===== src/rtl/arb_pkg.sv =====
// Shared types and helpers for the 4-way round-robin arbiter: sizes, FSM
// state encoding and the rotate-priority winner search.
package arb_pkg;
  localparam int NREQ = 4;
  localparam int IDXW = 2;

  typedef enum logic [1:0] {
    IDLE = 2'b00,
    BUSY = 2'b01,
    TURN = 2'b10
  } state_e;

  // First requester at or after ptr, scanning ptr, ptr+1, ... modulo NREQ.
  // The scan runs backwards so that the last hit recorded is the nearest one.
  function automatic logic [IDXW-1:0] rr_winner(input logic [NREQ-1:0] req,
                                               input logic [IDXW-1:0] ptr);
    logic [IDXW-1:0] idx;
    logic [IDXW-1:0] win;
    win = ptr;
    for (int k = NREQ - 1; k >= 0; k--) begin
      idx = ptr + IDXW'(k);
      if (req[idx]) win = idx;
    end
    return win;
  endfunction
endpackage


===== src/rtl/gnt_dec24.sv =====
// 2-to-4 one-hot decoder with enable; all-zero output when disabled.
module gnt_dec24
  import arb_pkg::*;
(
  input  logic [IDXW-1:0] idx,
  input  logic            en,
  output logic [NREQ-1:0] onehot
);
  always_comb begin
    onehot = '0;
    if (en) onehot[idx] = 1'b1;
  end
endmodule


===== src/rtl/rr_arb4_ctrl.sv =====
// Four-requester round-robin arbiter with a one-cycle turnaround and optional
// hold-timeout preemption. Define RR_ARB4_STATS_EN to add per-requester grant counters.
module rr_arb4_ctrl
  import arb_pkg::*;
#(
  parameter int HOLD_MAX = 8,
  parameter int CNTW     = 4
) (
  input  logic        CLK,
  input  logic        RSTB,
  input  logic [3:0]  REQ,
`ifdef RR_ARB4_STATS_EN
  input  logic        STAT_CLR,
  output logic [31:0] GCNT,
`endif
  output logic [3:0]  GNT,
  output logic [1:0]  GIDX,
  output logic        VALID,
  output logic        PREEMPT,
  output logic [1:0]  STATE_DBG
);
  localparam logic [CNTW-1:0] CNT_MAX    = '1;
  localparam logic [CNTW-1:0] HOLD_LAST  = CNTW'((HOLD_MAX > 0) ? HOLD_MAX - 1 : 0);
  localparam bit              PREEMPT_EN = (HOLD_MAX > 0);

  state_e          state_q, state_d;
  logic [IDXW-1:0] ptr_q, ptr_d;
  logic [IDXW-1:0] gidx_q, gidx_d;
  logic [CNTW-1:0] cnt_q, cnt_d;
  logic            preempt_q, preempt_d;
  logic [IDXW-1:0] win;
  logic            others_pending;
  logic            enter_busy;

  always_comb begin
    state_d        = state_q;
    ptr_d          = ptr_q;
    gidx_d         = gidx_q;
    cnt_d          = cnt_q;
    preempt_d      = 1'b0;
    win            = rr_winner(REQ, ptr_q);
    others_pending = |(REQ & ~(NREQ'(1) << gidx_q));
    case (state_q)
      IDLE, TURN: begin
        // TURN sees the pointer already advanced past the previous holder.
        if (|REQ) begin
          state_d = BUSY;
          gidx_d  = win;
          cnt_d   = '0;
        end else begin
          state_d = IDLE;
        end
      end
      BUSY: begin
        cnt_d = (cnt_q == CNT_MAX) ? cnt_q : cnt_q + 1'b1;
        if (!REQ[gidx_q]) begin
          state_d = TURN;
          ptr_d   = gidx_q + 1'b1;
        end else if (PREEMPT_EN && (cnt_q == HOLD_LAST) && others_pending) begin
          state_d   = TURN;
          ptr_d     = gidx_q + 1'b1;
          preempt_d = 1'b1;
        end
      end
      default: state_d = IDLE;
    endcase
    enter_busy = (state_q != BUSY) && (state_d == BUSY);
  end

`ifdef RR_ARB4_STATS_EN
  logic [3:0][7:0] gcnt_q, gcnt_d;

  always_comb begin
    gcnt_d = gcnt_q;
    if (STAT_CLR) begin
      gcnt_d = '0;
    end else if (enter_busy && (gcnt_q[gidx_d] != 8'hFF)) begin
      gcnt_d[gidx_d] = gcnt_q[gidx_d] + 8'd1;
    end
  end

  assign GCNT = gcnt_q;
`else
  logic unused_enter_busy;
  assign unused_enter_busy = enter_busy;
`endif

  always_ff @(posedge CLK or negedge RSTB) begin
    if (!RSTB) begin
      state_q   <= IDLE;
      ptr_q     <= '0;
      gidx_q    <= '0;
      cnt_q     <= '0;
      preempt_q <= 1'b0;
`ifdef RR_ARB4_STATS_EN
      gcnt_q    <= '0;
`endif
    end else begin
      state_q   <= state_d;
      ptr_q     <= ptr_d;
      gidx_q    <= gidx_d;
      cnt_q     <= cnt_d;
      preempt_q <= preempt_d;
`ifdef RR_ARB4_STATS_EN
      gcnt_q    <= gcnt_d;
`endif
    end
  end

  // PREEMPT is registered, so its pulse lands on the TURN cycle that follows the timeout.
  assign GIDX      = gidx_q;
  assign VALID     = (state_q == BUSY);
  assign PREEMPT   = preempt_q;
  assign STATE_DBG = state_q;

  gnt_dec24 u_dec (
    .idx    (gidx_q),
    .en     (VALID),
    .onehot (GNT)
  );
endmodule


===== config.mk =====
export PLATFORM = sky130hd
export DESIGN_NAME = rr_arb4_ctrl
export DESIGN_NICKNAME = d
export VERILOG_FILES = /design/src/rtl/arb_pkg.sv /design/src/rtl/gnt_dec24.sv /design/src/rtl/rr_arb4_ctrl.sv
export SDC_FILE = /design/constraint.sdc
export NUM_CORES = 1
export LEC_CHECK = 0
export BUFFER_PORTS_ARGS = -buffer_cell sky130_fd_sc_hd__buf_2
export CAP_MARGIN = 25
export CELL_PAD_IN_SITES_DETAIL_PLACEMENT = 1
export CELL_PAD_IN_SITES_GLOBAL_PLACEMENT = 1
export CORE_MARGIN = 1
export CORE_UTILIZATION = 36
export DETAILED_ROUTE_END_ITERATION = 10
export PLACE_DENSITY = 0.85
export SKIP_LAST_GASP = 1
export SYNTH_ARGS = -nofsm -noshare
export SYNTH_HDL_FRONTEND = slang
export SYNTH_SLANG_ARGS = --single-unit
export TNS_END_PERCENT = 100

===== constraint.sdc =====
create_clock -name CLK -period 1.7 [get_ports CLK]
set_input_delay 0 -clock CLK [delete_from_list [all_inputs] [get_ports CLK]]
set_output_delay 0 -clock CLK [all_outputs]
set_load 0.005 [all_outputs]

==> flow_summary.yaml <==
setup_path:
  arrival_ps: 1910
  crit_type: "reg2reg"
  critPathRequiredTime_ps: 1860
  path_max_fanout: 2
  max_stage_delay_ps: 430
  regToRegSetupSlack_ps: -50
  cp_cell_sequence: "inv_2, buf_4, ha_4, nor2b_1, o41ai_4, a21oi_4, mux2_4"
  cp-end-kind: "register"
  cp_slowest_cell: "dfrtp_2"
  start_kind: "register"
drt:
  drc: 0
  wire_per_inst_um: 16.4
  drtIter0Drc: 6
  ant_nets: 0
  viasPerCell: 5.42
  drt_wl_total_um: 1970
  num_vias: 650
  first_pass_iters: 4
run_status:
  outcome: "finished, violations left"
  violations: "negative setup slack"
power_and_ir_drop:
  power.leakage_nw: 0.444
  power_density_nw_per_um2: 1700
  ir_drop_mv: 0.871
  power_mw: 1.65
synth:
  synth_seq_cells: 11
  yosys.area.top_type: "dfrtp_1"
  yosys_warnings: 0
  yosysMostFrequentCell: "dfrtp_1"
  synth_area_per_cell_um2: 10.7
  synth_enable_flop_cells: 0
  synth_top_area_share_pct: 38.3
  synth_common_cells: "dfrtp_1, ha_1, nor2_1"
  syn_area_um2: 718
  synth_area_leaders: "dfrtp_1, ha_1, o41ai_4"
  async_reset_ff_share_pct: 100
  synth_cell_types: 33
  ys_seq_area_share_pct: 38.3
  netlist_instances: 67
  synthFlopType: "dfrtp_1"
  syn_nets: 78
sta:
  finalMaxSlewViolations: 0
  whs_ps: 136
  period_share_pct: 103
  final-hold-violation-count: 0
  relSlewSlack_pct: 62.8
  final.setup.worst_slack_ps: -52.0
  fin_crit_ps: 1750
  max_freq_mhz: 571
  fin_setup_tns_ps: -83.3
  fin_skew_ps: 1.37
  max_slew.worst_pin.slew_ps: 556
  rsz0062_at_grt: "yes"
  setup_viol: 2
placement:
  numPortBuffers: 15
  routabilityCongestion: 0.852
  dp_hpwl_um: 1400
layout:
  diodes: 0
  fin_nets: 107
  fillers: 217
  fin_util_pct: 54.1
  areaGrowthSynthToFinish_pct: 35.7
  register_area_um2: 278
  drive_above_1_share_pct: 46.3
  multiInputGateArea_um2: 468
global_routing:
  grt_max_degree: 12
  grt_usage_pct: 20.6
  grt_overflow: 0
  antenna_found_initial: 0
  grt_pass1_wl_um: 3090
  grt_pass1_vias: 673
cts:
  cts_buffers: 3
  cts_num_sinks: 11
  htree_levels: 1
  clk_pin_slew_ps: 70
  root_buffer: "clkbuf_4"
  clockBufferDepth: 2
  clock_latency_ps: 270
  tritoncts: "built"
floorplanning:
  start_util_pct: 39.9
  core_area_um2: 1800
  die-area_um2: 2180
  pin_count: 16
  die_w_um: 46.7
  rows: 15
  die_y_um: 46.7
hold_path:
  min_path_type: "in2async"
run:
  drv_cap: 0
[stage by stage]
step,std cells,worst slack (ps),area [um2]
2_1_floorplan,67,-19.7,718
3_3_place_gp,112,-1.34,862
3_5_place_dp,112,-107,862
4_1_cts,119,-118,927
5_1_grt,120,-124,975
6_report,120,-52.0,975
[cells by family (layout without fill, tap and decap cells)]
kind of cell             after synthesis  after routing  share of synthesized area (%)
AND/OR/NAND/NOR                       24             24                           20.6
XOR/XNOR                               1              1                           1.22
buffers and inverters                  4             32                           2.09
AO/OA/AOI/OAI                         18             18                           20.9
multiplexers                           4              4                           8.19
flip-flops                            11             11                           38.3
adder cells (fa/ha/maj)                5              5                           8.71
[per-layer routing]
layer  share of wire [%]  up-vias  wire length, um  track usage [%]
met1                  42      326              818             25.3
li1                    -      300                -                -
met4                 1.5        0               30             10.3
met3                 3.0        4               60             1.18
met2                  54       20             1060             36.1
met5                   0        -                0                0
[placed cells by master (no fill, tap or decap), types with 2 or more instances in the layout]
| cell type | count |
|---|---|
| a21oi_1 | 3 |
| and2_1 | 4 |
| buf_2 | 15 |
| buf_4 | 6 |
| buf_6 | 2 |
| clkbuf_4 | 3 |
| dfrtp_1 | 9 |
| dfrtp_2 | 2 |
| ha_4 | 3 |
| inv_2 | 2 |
| nand2_1 | 3 |
| nor2_1 | 5 |
| nor2b_1 | 4 |
| o21ai_0 | 4 |
| o22ai_1 | 2 |
[critical path: cells and delay by family, from the launching register on]
kind	cells	cell delay, ps
buf+inv	2	200
simple gates	1	60
fa+ha+maj	1	120
compound gates	2	520
flops	1	430
mux	1	300
[area by class of cell]
| type | instances | area share, % |
|---|---|---|
| Clock buffer | 4 | 2.70 |
| Inverter | 4 | 1.93 |
| Multi-Input combinational cell | 52 | 48.0 |
| Sequential cell | 11 | 28.5 |
| Tap cell | 25 | 3.21 |
| Timing Repair Buffer | 24 | 15.7 |
[state kept, by name (all words and copies together) (netlist names)]
| register | count |
|---|---|
| STATE_DBG | 2 |
| PREEMPT | 1 |
| GIDX | 2 |
| cnt_q | 4 |
| ptr_q | 2 |
[power breakdown]
group | total [mW] | leakage (nW) | internal, mW | switching [mW]
logic | 0.982 | 0.293 | 0.504 | 0.477
clock network | 0.178 | 0.0150 | 0.0909 | 0.0873
registers | 0.493 | 0.136 | 0.374 | 0.119
total | 1.65 | 0.444 | 0.969 | 0.684
[repair_timing]
action                                  4_1_cts  5_1_grt
cloned                                        0        0
endpoints found under the setup margin        2        5
pin swaps                                     2        3
resized for setup                             4       10
setup buffers                                 2        1
hold endpoints to repair                     11        0
hold buffers                                  1        0
[path summary, 6_finish.rpt]
kind | start | to | cells past startpoint
min in group CLK | REQ[3] | GIDX[1]$_DFFE_PN0P_ | 3
max in group asynchronous | RSTB | GIDX[0]$_DFFE_PN0P_ | 2
min | RSTB | cnt_q[2]$_DFFE_PN0P_ | 2
max | GIDX[0]$_DFFE_PN0P_ | ptr_q[1]$_DFFE_PN0P_ | 7
min reg2reg | cnt_q[1]$_DFFE_PN0P_ | cnt_q[1]$_DFFE_PN0P_ | 1
max reg2reg | GIDX[0]$_DFFE_PN0P_ | ptr_q[1]$_DFFE_PN0P_ | 7
Note: power is estimated with default switching activity, not from simulation.
